$ cat config.mk
export PLATFORM = sky130hd
export DESIGN_NAME = game_controller
export DESIGN_NICKNAME = d
export VERILOG_FILES = /design/src/rtl/game_pkg.sv /design/src/rtl/frame_tick_gen.sv /design/src/rtl/game_controller.sv
export SDC_FILE = /design/constraint.sdc
export NUM_CORES = 1
export LEC_CHECK = 0
export CAP_MARGIN = 20
export CORE_MARGIN = 2
export CORE_UTILIZATION = 35
export CTS_CLUSTER_SIZE = 12
export DETAILED_ROUTE_END_ITERATION = 16
export GPL_TIMING_DRIVEN = 1
export PLACE_DENSITY_LB_ADDON = 0.1
export SKIP_CTS_REPAIR_TIMING = 1
export SLEW_MARGIN = 20
export SYNTH_ARGS = -nofsm -noshare
export SYNTH_HDL_FRONTEND = slang
export SYNTH_SLANG_ARGS = --single-unit
$ cat constraint.sdc
create_clock -name clk -period 3.7 [get_ports clk]
set_input_delay 0.74 -clock clk [delete_from_list [all_inputs] [get_ports clk]]
set_output_delay 0.74 -clock clk [all_outputs]
set_load 0.01 [all_outputs]
$ cat src/rtl/game_pkg.sv
`default_nettype none
// ============================================================================
//  Module      : game_pkg
//  Description : Shared constants for the SpaceInvaders game sequencer:
//                FSM state encodings, score/lives widths, saturating add.
//  Revision    : 1.0 - initial release
// ============================================================================
package game_pkg;

  localparam logic [1:0] ST_IDLE  = 2'd0;
  localparam logic [1:0] ST_PLAY  = 2'd1;
  localparam logic [1:0] ST_DYING = 2'd2;
  localparam logic [1:0] ST_OVER  = 2'd3;

  localparam int SCORE_W   = 12;
  localparam int SCORE_MAX = 999;
  localparam int LIVES_W   = 2;
  localparam int CNT_W     = 8;

  // Add with clamp at lim; one extra bit keeps the sum from wrapping.
  function automatic logic [SCORE_W-1:0] sat_add(input logic [SCORE_W-1:0] a,
                                                 input logic [SCORE_W-1:0] inc,
                                                 input logic [SCORE_W-1:0] lim);
    logic [SCORE_W:0] sum;
    sum = {1'b0, a} + {1'b0, inc};
    return (sum > {1'b0, lim}) ? lim : sum[SCORE_W-1:0];
  endfunction

endpackage
`default_nettype wire

$ cat src/rtl/frame_tick_gen.sv
`default_nettype none
// ============================================================================
//  Module      : frame_tick_gen
//  Description : One-cycle pulse per VGA frame. The raster match holds for two
//                clk cycles (pixel clock is clk/2), so only its rising edge is
//                turned into a tick, registered one cycle later.
//  Revision    : 1.0 - initial release
// ============================================================================
module frame_tick_gen #(
  parameter int FRAME_LINE = 480
) (
  input  logic       clk,
  input  logic       reset,
  input  logic [9:0] h_counter,
  input  logic [9:0] v_counter,
  output logic       frame_tick
);

  logic w_cmp;
  logic r_cmp_d;
  logic r_tick;

  assign w_cmp      = (v_counter == 10'(FRAME_LINE)) && (h_counter == 10'd0);
  assign frame_tick = r_tick;

  // Remember last raster match and emit a pulse on its rising edge.
  always_ff @(posedge clk) begin
    if (reset) begin
      r_cmp_d <= 1'b0;
      r_tick  <= 1'b0;
    end else begin
      r_cmp_d <= w_cmp;
      r_tick  <= w_cmp & ~r_cmp_d;
    end
  end

endmodule
`default_nettype wire

$ cat src/rtl/game_controller.sv
`default_nettype none
// ============================================================================
//  Module      : game_controller
//  Description : SpaceInvaders game sequencer: attract/play/death/game-over
//                FSM, score and record, lives, alien march schedule, start
//                button synchroniser and per-frame tick.
//  Revision    : 1.0 - initial release
// ============================================================================
module game_controller #(
  parameter int LIVES_INIT        = 3,
  parameter int SCORE_MAX         = game_pkg::SCORE_MAX,
  parameter int POINTS_PER_HIT    = 10,
  parameter int FRAME_LINE        = 480,
  parameter int DEATH_FRAMES      = 60,
  parameter int MARCH_START       = 32,
  parameter int MARCH_MIN         = 4,
  parameter int MARCH_DEC         = 2,
  parameter int KILLS_PER_SPEEDUP = 8
) (
  input  logic                          clk,
  input  logic                          reset,
  input  logic [9:0]                    h_counter,
  input  logic [9:0]                    v_counter,
  input  logic                          btn_start,
  input  logic                          hit_alien,
  input  logic                          player_hit,
  input  logic                          aliens_landed,
  input  logic                          wave_cleared,
  output logic [1:0]                    state,
  output logic                          game_active,
  output logic                          freeze,
  output logic                          frame_tick,
  output logic                          march_step,
  output logic                          wave_reset,
  output logic [game_pkg::LIVES_W-1:0]  lives,
  output logic [game_pkg::SCORE_W-1:0]  pontuacao,
  output logic [game_pkg::SCORE_W-1:0]  record
);
  import game_pkg::*;

  logic [1:0]         r_state;
  logic [SCORE_W-1:0] r_score;
  logic [SCORE_W-1:0] r_record;
  logic [LIVES_W-1:0] r_lives;
  logic [CNT_W-1:0]   r_march_cnt;
  logic [CNT_W-1:0]   r_period;
  logic [CNT_W-1:0]   r_kills;
  logic [CNT_W-1:0]   r_death_cnt;
  logic               r_sync1;
  logic               r_sync2;
  logic               r_sync3;
  logic               r_march_step;
  logic               r_wave_reset;
  logic               w_tick;
  logic               w_start;
  logic [CNT_W-1:0]   w_period_dec;
  logic [SCORE_W-1:0] w_score_inc;

  frame_tick_gen #(
    .FRAME_LINE (FRAME_LINE)
  ) u_frame_tick (
    .clk        (clk),
    .reset      (reset),
    .h_counter  (h_counter),
    .v_counter  (v_counter),
    .frame_tick (w_tick)
  );

  // Start event fires once on the synchronised rising edge of the button.
  assign w_start      = r_sync2 & ~r_sync3;
  assign w_period_dec = (r_period >= CNT_W'(MARCH_MIN + MARCH_DEC))
                        ? (r_period - CNT_W'(MARCH_DEC)) : CNT_W'(MARCH_MIN);
  assign w_score_inc  = sat_add(r_score, SCORE_W'(POINTS_PER_HIT), SCORE_W'(SCORE_MAX));

  assign state       = r_state;
  assign game_active = (r_state == ST_PLAY);
  assign freeze      = (r_state == ST_DYING);
  assign frame_tick  = w_tick;
  assign march_step  = r_march_step;
  assign wave_reset  = r_wave_reset;
  assign lives       = r_lives;
  assign pontuacao   = r_score;
  assign record      = r_record;

  // Two-flop synchroniser for the asynchronous start button plus edge history.
  always_ff @(posedge clk) begin
    if (reset) begin
      r_sync1 <= 1'b0;
      r_sync2 <= 1'b0;
      r_sync3 <= 1'b0;
    end else begin
      r_sync1 <= btn_start;
      r_sync2 <= r_sync1;
      r_sync3 <= r_sync2;
    end
  end

  // Game FSM with score, lives, march scheduling and death timer.
  always_ff @(posedge clk) begin
    if (reset) begin
      r_state      <= ST_IDLE;
      r_score      <= '0;
      r_record     <= '0;
      r_lives      <= LIVES_W'(LIVES_INIT);
      r_march_cnt  <= '0;
      r_period     <= CNT_W'(MARCH_START);
      r_kills      <= '0;
      r_death_cnt  <= '0;
      r_march_step <= 1'b0;
      r_wave_reset <= 1'b0;
    end else begin
      r_march_step <= 1'b0;
      r_wave_reset <= 1'b0;
      case (r_state)
        ST_IDLE, ST_OVER: begin
          // Score is frozen while OVER, so comparing every cycle equals comparing on entry.
          if ((r_state == ST_OVER) && (r_score > r_record))
            r_record <= r_score;
          if (w_start) begin
            r_state      <= ST_PLAY;
            r_score      <= '0;
            r_lives      <= LIVES_W'(LIVES_INIT);
            r_kills      <= '0;
            r_period     <= CNT_W'(MARCH_START);
            r_march_cnt  <= '0;
            r_wave_reset <= 1'b1;
          end
        end
        ST_PLAY: begin
          // Use >= so a shortened period fires on the next tick if already overdue.
          if (w_tick) begin
            if (r_march_cnt >= (r_period - CNT_W'(1))) begin
              r_march_step <= 1'b1;
              r_march_cnt  <= '0;
            end else begin
              r_march_cnt  <= r_march_cnt + CNT_W'(1);
            end
          end
          if (hit_alien) begin
            r_score <= w_score_inc;
            if (r_kills == CNT_W'(KILLS_PER_SPEEDUP - 1)) begin
              r_kills  <= '0;
              r_period <= w_period_dec;
            end else begin
              r_kills  <= r_kills + CNT_W'(1);
            end
          end
          // A new wave overrides any speed-up or march update of the same cycle.
          if (wave_cleared) begin
            r_wave_reset <= 1'b1;
            r_period     <= CNT_W'(MARCH_START);
            r_march_cnt  <= '0;
            r_kills      <= '0;
          end
          if (aliens_landed) begin
            r_lives <= '0;
            r_state <= ST_OVER;
          end else if (player_hit) begin
            r_lives     <= r_lives - LIVES_W'(1);
            r_state     <= ST_DYING;
            r_death_cnt <= '0;
          end
        end
        default: begin
          if (w_tick) begin
            if (r_death_cnt == CNT_W'(DEATH_FRAMES - 1)) begin
              if (r_lives == '0) begin
                r_state <= ST_OVER;
              end else begin
                r_state     <= ST_PLAY;
                r_march_cnt <= '0;
              end
            end else begin
              r_death_cnt <= r_death_cnt + CNT_W'(1);
            end
          end
        end
      endcase
    end
  end

endmodule
`default_nettype wire

==> results.txt, run 1 <==
The vertical die dimension came out at 109 microns. In this run the biggest area consumer among cell types represents 34.4% of the synthesized area. The run finished with clean final reports.

The worst setup path is of the reg2reg kind. The number of cells after detailed placement came out at 635. The number of antenna-violating nets in the routed design is 0. The layout cell share with drive strength beyond 1 came out at 5.87%.

The placer's final routability congestion estimate is 0.879. After synthesis, the cell types taking the most area are sky130_fd_sc_hd__dfxtp_1 (34%), sky130_fd_sc_hd__ha_1 (9.8%), sky130_fd_sc_hd__nor2_1 (4.9%). The routed layout has 3,404 vias.

The estimated wirelength of the detail-placed design is 6700 microns. The number of warnings printed during yosys synthesis is 0. Once the floorplan was initialized, standard cells occupied 35.6% of the core. STA classifies the critical path endpoint as a flip-flop. The setup check on the worst reg-to-reg path leaves a slack of 0.81 ns. The count of cells in the finished layout, fillers not included, comes to 651. The die outline width came out at 109 microns. The post-route DRC violation count came out at 0. The post-synth net total came out at 506. After the last flow step, the layout net total stands at 563. The later-pin clock latency in the skew report came out at 0.35 ns. The number of flip-flops and latches in the synthesized netlist came out at 66.

The buffer depth of the longest clock path came out at 2. Clock tree synthesis inserted a total of 9 buffers. For this run, the leading register cell type out of synthesis is sky130_fd_sc_hd__dfxtp_1. Counting distinct cell types in the post-synthesis netlist gives 65. The die area came out at 0.0118 sq mm. The share of total power dissipated in the clock network is 31.8%. Of all cell types, the one taking the most synthesized area is sky130_fd_sc_hd__dfxtp_1. The number of antenna violations at the first check in global routing is 0. Before CTS, the worst setup slack after placement is 0.769 ns. 60 I/O pins were placed. The clock skew came out at 0.00623 ns. Walking the worst path, the cells encountered are inv_1, ha_1, nor3b_1, xnor2_1, ha_1, a211o_1, a21oi_1, o21ai_1, nor2_4, nand3b_1, a21oi_1.

The cell family contributing the most delay on the critical path is compound AO/OA/AOI/OAI gates. In this run the cell area of the synthesized design comes to 0.00384 sq mm. The internal cell power came out at 1.39 mW. At the worst endpoint, the arrival time is 3.17 ns.

The number of synthesized flops with an enable pin came out at 0. The violation count after the first detailed-route iteration is 145. The CTS tree is built. The overall track demand over capacity in global routing came out at 16.8%. The root buffer cell is sky130_fd_sc_hd__clkbuf_8. The final-report setup violation count came out at 0. The sequential element share of the synthesized area came out at 34.4%. The via count of the first global-routing pass is 3,277. The combinational group share of total power came out at 32.1%. The worst-case IR drop observed on VDD is 0.000187 V. The maximum fanout count along the critical path is 9.

The number of antenna diodes in the final layout is 0. The fill cell total of the finished layout came out at 1,067. The depth of the CTS H-tree is 3.

The total buffers and inverters traversed by the critical path came out at 1. The analysis attributes to net switching a power of 0.764 mW. Synthesis produced a netlist whose cell count is 449.

The peak clock frequency supported by timing is 346 MHz. The number of maximum-capacitance violations came out at 0. The share of total power in sequential cells is 36.0%. The area growth from synthesis to layout is 24.3%.

Dividing the detail-routed via count by the number of cells gives 5.23. The floorplan row count is 38. The maximum number of pins on one net before global-route repair came out at 45. The critical-path cell with the highest stage delay is sky130_fd_sc_hd__nor3b_1. Setup total negative slack on the finished layout was measured at 0 ns. The actual slew at the worst max-slew pin came out at 0.816 ns. After floorplanning, the core was sized to cover 0.0108 sq mm. The final cycle utilization of the critical path came out at 78.1%. The count of input and output buffers came out at 59. The proportion of register bits with asynchronous set or reset after synthesis came out at 0%. The total iterations of the first detailed-routing run is 4. The minimum clock period is 2.89 ns. The leakage dissipation is 1.81 nW.

The overall routed net length came out at 9220 microns. Summed over all layers, the global routing overflow is 0. The max-slew headroom at the worst pin is 45.6%. Of the total power, the share spent switching nets is 35.5%.

The largest single stage delay on the critical path is 0.43 ns. The worst setup path is launched from a flip-flop. The total chip power came out at 2.15 mW.

The worst endpoint required time came out at 3.98 ns. The average wire per standard cell came out at 14.2 microns. The min-delay analysis places its worst path in the category reg2reg. The clock slew at the register clock pins of the worst setup and hold paths is 0.07 ns. Setup repair after global routing left no endpoint under its margin. The worst path meets setup with 0.811 ns of slack. The final number of max-transition violations came out at 0. The power density relative to cell area is 450 mW/mm^2. The first global-routing pass estimated 15,600 microns of wire.

The clock sink count came out at 66. The number of hold violations in the final report came out at 0. The synthesized area per cell is 8.56 sq um.
## synth_stat cells (3+ instances only)
cell type / count
sky130_fd_sc_hd__o21ai_0: 11
sky130_fd_sc_hd__dfxtp_1: 66
sky130_fd_sc_hd__clkbuf_1: 7
sky130_fd_sc_hd__nand3_1: 8
sky130_fd_sc_hd__buf_2: 6
sky130_fd_sc_hd__o21ai_1: 11
sky130_fd_sc_hd__nor2_1: 50
sky130_fd_sc_hd__o21a_1: 4
sky130_fd_sc_hd__nor3_1: 8
sky130_fd_sc_hd__o211ai_1: 7
sky130_fd_sc_hd__xor2_1: 13
sky130_fd_sc_hd__ha_1: 30
sky130_fd_sc_hd__a21boi_1: 3
sky130_fd_sc_hd__nor2b_1: 12
sky130_fd_sc_hd__and3_1: 12
sky130_fd_sc_hd__mux2i_1: 14
sky130_fd_sc_hd__xnor2_1: 5
sky130_fd_sc_hd__nand2_1: 39
sky130_fd_sc_hd__a211oi_1: 4
sky130_fd_sc_hd__nor4_1: 3
sky130_fd_sc_hd__inv_1: 22
sky130_fd_sc_hd__nand2b_1: 8
sky130_fd_sc_hd__nor3b_1: 3
sky130_fd_sc_hd__a21oi_1: 23
sky130_fd_sc_hd__nand4_1: 14
sky130_fd_sc_hd__a32o_1: 6
sky130_fd_sc_hd__nand3b_1: 6
sky130_fd_sc_hd__a21o_1: 6
## final timing paths
kind	startpoint	endpoint	cells after the start
setup / recovery	r_period[1]	r_march_cnt[5]	11
hold / removal	u_frame_tick.r_cmp_d	u_frame_tick.frame_tick	1
setup reg to reg	r_period[1]	r_march_cnt[5]	11
hold reg to reg	u_frame_tick.r_cmp_d	u_frame_tick.frame_tick	1
## layer usage
| layer | GRT usage, % | wire length (microns) |
|---|---|---|
| met2 | 27.1 | 4240 |
| met4 | 6.50 | 161 |
| met3 | 4.24 | 408 |
| met5 | 0 | 0 |
| met1 | 21.6 | 4420 |
## stage by stage
step	utilization, %	area, sq um	hold slack [ns]
6_report	44.2	4770	0.384
2_1_floorplan	-	3840	0.367
3_3_place_gp	42.2	4560	0.374
3_5_place_dp	42.2	4560	0.375
4_1_cts	44.2	4770	0.385
5_1_grt	44.2	4770	0.404
## cell families (layout without fill, tap and decap cells)
logic type | Yosys count | after routing | synth area share [%]
AO/OA/AOI/OAI | 100 | 100 | 18.9
XOR/XNOR | 18 | 18 | 4.10
multiplexers | 15 | 15 | 4.04
flip-flops | 66 | 66 | 34.4
adder cells (fa/ha/maj) | 30 | 30 | 9.77
AND/OR/NAND/NOR | 182 | 182 | 24.8
buffers and inverters | 38 | 100 | 4.01
## worst register-to-register path, cell delays in order (launching register included)
cell                       delay (ns)
sky130_fd_sc_hd__dfxtp_1         0.36
sky130_fd_sc_hd__inv_1           0.11
sky130_fd_sc_hd__ha_1            0.23
sky130_fd_sc_hd__nor3b_1         0.43
sky130_fd_sc_hd__xnor2_1         0.19
sky130_fd_sc_hd__ha_1            0.28
sky130_fd_sc_hd__a211o_1         0.30
sky130_fd_sc_hd__a21oi_1         0.17
sky130_fd_sc_hd__o21ai_1         0.29
sky130_fd_sc_hd__nor2_4          0.24
sky130_fd_sc_hd__nand3b_1        0.10
sky130_fd_sc_hd__a21oi_1         0.14
## flip-flops by register name (all words and copies together), names as in the netlist
name / flops
r_march_cnt: 8
lives: 2
r_kills: 8
r_sync3: 1
u_frame_tick.r_cmp_d: 1
r_period: 7
state: 2
pontuacao: 12
record: 12
r_death_cnt: 8
r_sync1: 1
r_sync2: 1
wave_reset: 1
u_frame_tick.frame_tick: 1
march_step: 1
## power groups by stage
stage               Sequential (mW)  Combinational [mW]  Clock [mW]
finish                        0.774               0.691       0.684
global route                  0.780               0.776       0.738
CTS                           0.775               0.692       0.704
detailed placement            0.792               0.689           0
global placement              0.792               0.684           0
floorplan                     0.786               0.478           0
## final cells by class
class / count / area (sq um) / share of cell area (%)
timing repair buffer: 61 / 606 / 12.7
multi-input combinational: 345 / 2370 / 49.6
clock buffer: 11 / 141 / 2.96
clock inverter: 5 / 77.6 / 1.62
inverter: 23 / 86.3 / 1.81
sequential: 66 / 1320 / 27.7
tap: 140 / 175 / 3.67
## placed cells by master (no fill, tap or decap), types with 3 or more instances in the layout
cell / n
sky130_fd_sc_hd__and3_1: 12
sky130_fd_sc_hd__nor3b_1: 3
sky130_fd_sc_hd__nor2_1: 50
sky130_fd_sc_hd__clkdlybuf4s50_1: 59
sky130_fd_sc_hd__nand2b_1: 8
sky130_fd_sc_hd__xnor2_1: 5
sky130_fd_sc_hd__a21boi_1: 3
sky130_fd_sc_hd__nand4_1: 14
sky130_fd_sc_hd__nor3_1: 8
sky130_fd_sc_hd__o21ai_1: 11
sky130_fd_sc_hd__ha_1: 30
sky130_fd_sc_hd__a21o_1: 6
sky130_fd_sc_hd__nor4_1: 3
sky130_fd_sc_hd__o21a_1: 4
sky130_fd_sc_hd__o211ai_1: 7
sky130_fd_sc_hd__a32o_1: 6
sky130_fd_sc_hd__nor2b_1: 12
sky130_fd_sc_hd__nand2_1: 39
sky130_fd_sc_hd__o21ai_0: 11
sky130_fd_sc_hd__a21oi_1: 23
sky130_fd_sc_hd__mux2i_1: 14
sky130_fd_sc_hd__inv_1: 22
sky130_fd_sc_hd__clkbuf_8: 10
sky130_fd_sc_hd__dfxtp_1: 66
sky130_fd_sc_hd__nand3_1: 8
sky130_fd_sc_hd__nand3b_1: 6
sky130_fd_sc_hd__xor2_1: 13
sky130_fd_sc_hd__a211oi_1: 4
Power figures use the tool's default switching activity.
==> inputs of run 2 (changes only) <==
==> constraint.sdc (replaced) <==
create_clock -name clk -period 2.4 [get_ports clk]
set_input_delay 0.48 -clock clk [delete_from_list [all_inputs] [get_ports clk]]
set_output_delay 0.48 -clock clk [all_outputs]
set_load 0.01 [all_outputs]
==> results.txt, run 2 (same netlist as run 1, synthesis figures left out) <==
Setup repair after global routing could not meet its margin everywhere. The timing endpoint of the critical path is r_march_cnt[2]. In this run, the number of DRC markers left after iteration 0 of detailed routing was 155. The routed layout has 3,579 vias.

For the pin with the worst max-slew slack, the measured transition is 0.589 ns. The worst path meets setup with 0.0640 ns of slack. The total iterations of the first detailed-routing run came out at 4. The critical path goes through inv_2, ha_4, nor3b_4, nand2_2, xor2_2, ha_1, a21oi_2, nor2b_4, o21ai_4, nor2_4, nand3b_1, a21oi_1.

The number of antenna-violating nets in the routed design came out at 0. After detailed routing, the average wire length per cell comes to 14.7 microns. The overall track demand over capacity in global routing is 17.4%. Across the VDD grid, the largest voltage drop is 0.000418 V.

The reg-to-reg critical path endpoint is r_march_cnt[2]. For this design the ratio of total power to cell area is 654 mW/mm^2. Max-cap violations in this run came to 0. The area growth from synthesis to layout is 34.8%. The minimum clock period is 2.34 ns. The worst hold slack came out at 0.388 ns.

The instance area at placement came out at 0.00481 sq mm. The worst flop-to-flop path startpoint is r_period[2]. Cells fill 48.0% of the core in the end. The number of antenna violations at the first check in global routing came out at 0.

Tracing the worst setup path back leads to its startpoint at r_period[2]. STA classifies the critical path startpoint as a flip-flop. The max-slew headroom at the worst pin came out at 60.1%. Clock tree synthesis found a total of 66 sinks. Data on the critical path is required at its endpoint by 2.69 ns. The slowest stage of the critical path belongs to the cell sky130_fd_sc_hd__dfxtp_2. After legalization and detailed placement, the total HPWL measured 7360 microns. In the routed design, unresolved DRC markers number 0.

The number of hold violations in the final report came out at 0. The largest stage delay on the critical path came out at 0.34 ns. The setup slack of the most critical reg-to-reg path came out at 0.06 ns. The leakage dissipation is 2.02 nW.

The later-pin clock latency in the skew report came out at 0.36 ns. The clock skew came out at 0.0112 ns. The total congestion overflow after global routing is 0.

The library cell used most frequently in the layout, excluding fill and tap cells, is sky130_fd_sc_hd__dfxtp_1. In this run the tool buffered the top-level ports with 59 buffer cells. The data arrival time of the worst path came out at 2.62 ns. The element type at the critical path end is a flip-flop. The clock slew at the register clock pins of the worst setup and hold paths is 0.07 ns. The floorplan row count came out at 38. During I/O placement, the number of pins put on the boundary was 60. The worst setup path is of the reg2reg kind. The H-tree was split into 3 levels. The final standard cell area without fillers is 0.00518 sq mm. The number of buffers added by the clock tree synthesis step came out at 9. The maximum fanout count along the critical path came out at 6. The region available for standard cell placement spans 0.0108 sq mm. The root buffer cell chosen for the clock tree is sky130_fd_sc_hd__clkbuf_8. The via count of the first global-routing pass came out at 3,333. The post-route netlist has 15.9% of its cells at a drive strength greater than 1. The buffer depth of the longest clock path is 2. The routed design has 10,200 microns of wire. The final cycle utilization of the critical path is 97.3%. The final number of max-transition violations is 0. The effective utilization at floorplan came out at 35.6%. TritonCTS built the clock tree. Timing would allow up to 428 MHz. In the layout the commonest cells are sky130_fd_sc_hd__dfxtp_1 (65), sky130_fd_sc_hd__clkdlybuf4s50_1 (59), sky130_fd_sc_hd__nor2_1 (50), sky130_fd_sc_hd__buf_4 (42), sky130_fd_sc_hd__nand2_1 (38). The die outline width came out at 109 microns. The ratio of routed vias to standard cells came out at 5.16. The antenna diode instance count is 0. The final total negative setup slack came out at 0 ns. The worst-case reg-to-reg path depth came out at 12. The first-pass GRT wire length is 16,100 microns. The setup slack at placement came out at -0.0431 ns.

The final-report setup violation count is 0. The worst min-delay path class is reg2reg. The placer's final routability congestion estimate came out at 0.861. The net count of the finished layout is 605. The die area is 0.0118 sq mm.

Entering global routing, the biggest net connects 26 pins. The die is 109 microns tall. The run finished with clean final reports.
[run 2: metrics by stage]
step,std cells,power [mW]
after floorplan,449,1.95
after global placement,668,2.41
after detailed placement,668,2.43
after CTS,684,3.39
after global routing,693,3.60
final,693,3.39
[run 2: metal layers]
metal | vias up | global-route usage [%] | wire, microns
met5 | - | 0 | 0
met4 | 0 | 5.95 | 136
met3 | 10 | 3.71 | 285
met2 | 43 | 29.3 | 5020
met1 | 1706 | 21.9 | 4730
li1 | 1820 | - | -
[run 2: critical path: cells and delay by family, from the launching register on]
family	cells	cell delay [ns]
AO/OA/AOI/OAI	3	0.40
XOR/XNOR	1	0.15
adder cells (fa/ha/maj)	2	0.47
buffers and inverters	1	0.09
flip-flops	1	0.34
AND/OR/NAND/NOR	5	0.82
[run 2: where the power goes]
group | total [mW] | switching [mW] | leakage (nW) | internal [mW]
clock network | 0.948 | 0.473 | 0.0873 | 0.475
logic | 1.26 | 0.732 | 1.40 | 0.525
registers | 1.18 | 0.0441 | 0.533 | 1.14
[run 2: worst min-delay path by stage]
stage	slack (ns)	to	from	depth (start not counted)
floorplan	0.37	u_frame_tick.frame_tick	u_frame_tick.r_cmp_d	1
global route	0.41	u_frame_tick.frame_tick	u_frame_tick.r_cmp_d	1
finish	0.39	u_frame_tick.frame_tick	u_frame_tick.r_cmp_d	1
global placement	0.37	u_frame_tick.frame_tick	u_frame_tick.r_cmp_d	1
detailed placement	0.39	u_frame_tick.frame_tick	u_frame_tick.r_cmp_d	1
CTS	0.40	u_frame_tick.frame_tick	u_frame_tick.r_cmp_d	1
[run 2: layout make-up]
| class | count | area (sq um) |
|---|---|---|
| clock inverters | 7 | 70.1 |
| flip-flops and latches | 66 | 1320 |
| clock buffers | 9 | 124 |
| inverters | 23 | 86.3 |
| repair buffers | 101 | 906 |
| fillers | 1034 | 5610 |
| well taps | 140 | 175 |
| multi-input cells | 347 | 2500 |
==> inputs of run 3 (changes only) <==
--- a/config.mk
+++ b/config.mk
@@ -7,12 +7,11 @@
 export LEC_CHECK = 0
 export CAP_MARGIN = 20
 export CORE_MARGIN = 2
-export CORE_UTILIZATION = 35
+export CORE_UTILIZATION = 49
 export CTS_CLUSTER_SIZE = 12
 export DETAILED_ROUTE_END_ITERATION = 16
 export GPL_TIMING_DRIVEN = 1
 export PLACE_DENSITY_LB_ADDON = 0.1
-export SKIP_CTS_REPAIR_TIMING = 1
 export SLEW_MARGIN = 20
 export SYNTH_ARGS = -nofsm -noshare
 export SYNTH_HDL_FRONTEND = slang
==> results.txt, run 3 (same netlist as run 1, synthesis figures left out) <==
The most frequent standard cell in the layout excluding fill and tap cells is sky130_fd_sc_hd__dfxtp_1. The wire-length estimate of the detail-placed layout is 6760 microns. The worst setup path is captured at a flip-flop. The actual slew at the worst max-slew pin came out at 0.514 ns.

The die area came out at 0.00857 sq mm. In this run, placement finished with an instance count of 623. The number of hold violations in the final report is 0. The combinational group share of total power came out at 38.9%. The power density relative to cell area is 651 mW/mm^2.

Counting along the longest clock path gives a buffer depth of 2. Clock skew on the completed layout was measured at 0.00746 ns. The total iterations of the first detailed-routing run came out at 4. The root buffer cell is sky130_fd_sc_hd__clkbuf_8. The core region is 0.00765 sq mm. The post-route DRC violation count came out at 0. STA puts the critical path data required time at 2.62 ns. Walking the worst path, the cells encountered are inv_4, ha_4, nor3b_4, xnor2_1, ha_1, a211o_1, a21oi_4, buf_4, o21ai_0, and4_1.

After layout, the worst path uses 97.1% of the clock period. The critical-path cell with the highest stage delay is sky130_fd_sc_hd__dfxtp_4. The clock sink count is 66. The total chip power is 3.29 mW. In this run the worst setup path begins at r_period[2]. The area growth from synthesis to layout is 31.6%. The total net switching power is 1.21 mW. The placer's final routability congestion estimate came out at 0.829.

Leaving out fill and tap cells, the most frequent cells in the layout are sky130_fd_sc_hd__dfxtp_1 (63), sky130_fd_sc_hd__clkdlybuf4s50_1 (59), sky130_fd_sc_hd__nor2_1 (50), sky130_fd_sc_hd__nand2_1 (39), sky130_fd_sc_hd__buf_4 (34). Static timing analysis puts the maximum clock frequency at 429 MHz. Setup repair after global routing could not meet its margin everywhere.

After clock tree synthesis, the clock-pin slew on the worst setup and hold paths is 0.07 ns. In this run the cell area measured after placement is 0.00471 sq mm. The path class of the tightest hold or removal check is reg2reg. The number of buffers added by the clock tree synthesis step is 9.

The largest stage delay on the critical path is 0.36 ns. The final number of max-transition violations is 0. The floorplan row count is 32. The final standard cell area without fillers is 0.00505 sq mm. The violation count after the first detailed-route iteration is 180. The number of maximum-capacitance violations is 0.

In this run the horizontal extent of the chip is 92.6 microns. The count of input and output buffers is 59. The critical hold path startpoint is u_frame_tick.r_cmp_d. The flow ran to the end, and the final reports show no timing, DRC or antenna violations. The H-tree was split into 3 levels.

The number of antenna violations at the first check in global routing is 0. The overall routed net length is 9450 microns. The total congestion overflow after global routing came out at 0. The maximum number of pins on one net before global-route repair is 45.

The share of total power in sequential cells is 35.9%. The via count of the first global-routing pass came out at 3,340. After the flow finishes, the layout carries non-filler instances totaling 646. The net count of the finished layout is 596. The detailed-route via count is 3,578. The analysis attributes to cell leakage a power of 1.98 nW. The number of antenna-violating nets in the routed design came out at 0. The vertical die dimension came out at 92.6 microns. The internal cell power is 2.08 mW. In this run the worst path has a maximum fanout of 4. The data arrival time of the worst path came out at 2.55 ns. The final-report setup violation count is 0. The largest voltage drop on the vdd net is 0.000352 V. The worst setup path is launched from a flip-flop. In the routed layout, each cell is associated on average with a via count of 5.54. The worst flop-to-flop path startpoint is r_period[2]. The minimum clock period is 2.33 ns.

The net switching fraction of the power came out at 36.9%. The first-pass GRT wire length came out at 14,900 microns. The max-slew headroom at the worst pin came out at 65.8%. The critical path is of the reg2reg type. Cells with a size suffix above 1 make up 14.7% of the layout. Global routing used 21.6% of the available tracks across all layers. The antenna diode instance count is 0. Among cell families on the critical path, the largest total delay comes from compound AO/OA/AOI/OAI gates.

The boundary pin count came out at 60. The later-pin clock latency in the skew report is 0.34 ns. For this configuration, the core starts out at a cell density of 50.2%. Counting both buffers and inverters, the worst setup path holds a total of 2. The average wire per standard cell is 14.6 microns. The CTS tree is built. The clock share of power is 25.2%.
==> run 3: path summary, 6_finish.rpt <==
check	cells past startpoint	slack [ns]	to
worst max-delay path	10	0.07	march_step
worst min-delay path	1	0.39	u_frame_tick.frame_tick
worst max register to register	10	0.07	march_step
worst min register to register	1	0.39	u_frame_tick.frame_tick
==> run 3: layout make-up <==
cell class / instances / area [sq um]
clock buffers: 11 / 141
inverters: 23 / 88.8
well taps: 102 / 128
flip-flops and latches: 66 / 1330
repair buffers: 93 / 846
fillers: 669 / 2590
clock inverters: 5 / 30.0
multi-input cells: 346 / 2490
==> run 3: through the flow <==
step | setup WS, ns | TNS [ns] | utilization [%] | hold WS (ns)
CTS | 0.00942 | 0 | 64.1 | 0.391
floorplan | 0.0955 | 0 | - | 0.367
global route | -0.0752 | -0.466 | 66.1 | 0.416
finish | 0.0705 | 0 | 66.1 | 0.387
global placement | 0.0575 | 0 | 61.6 | 0.372
detailed placement | -0.0438 | -0.150 | 61.6 | 0.382
==> run 3: timing repair <==
| action | CTS | global route |
|---|---|---|
| hold buffers | 0 | 0 |
| endpoints found under the setup margin | 6 | 29 |
| resized for setup | 4 | 23 |
| pin swaps | 0 | 16 |
| setup buffers | 0 | 6 |
| cloned | 0 | 1 |
==> run 3: power groups by stage <==
stage                     combinational (mW)  sequential, mW  clock [mW]
after global routing                    1.41            1.19       0.889
after global placement                  1.19            1.20           0
final                                   1.28            1.18       0.829
after CTS                               1.22            1.18       0.845
after detailed placement                1.21            1.20           0
after floorplan                        0.740            1.21           0
==> run 3: routing by layer <==
| metal | up-vias | track usage [%] | wire length, microns |
|---|---|---|---|
| li1 | 1805 | - | - |
| met1 | 1677 | 26.9 | 4230 |
| met2 | 75 | 36.6 | 4660 |
| met3 | 21 | 3.17 | 313 |
| met4 | 0 | 10.4 | 243 |
| met5 | - | 0 | 0 |
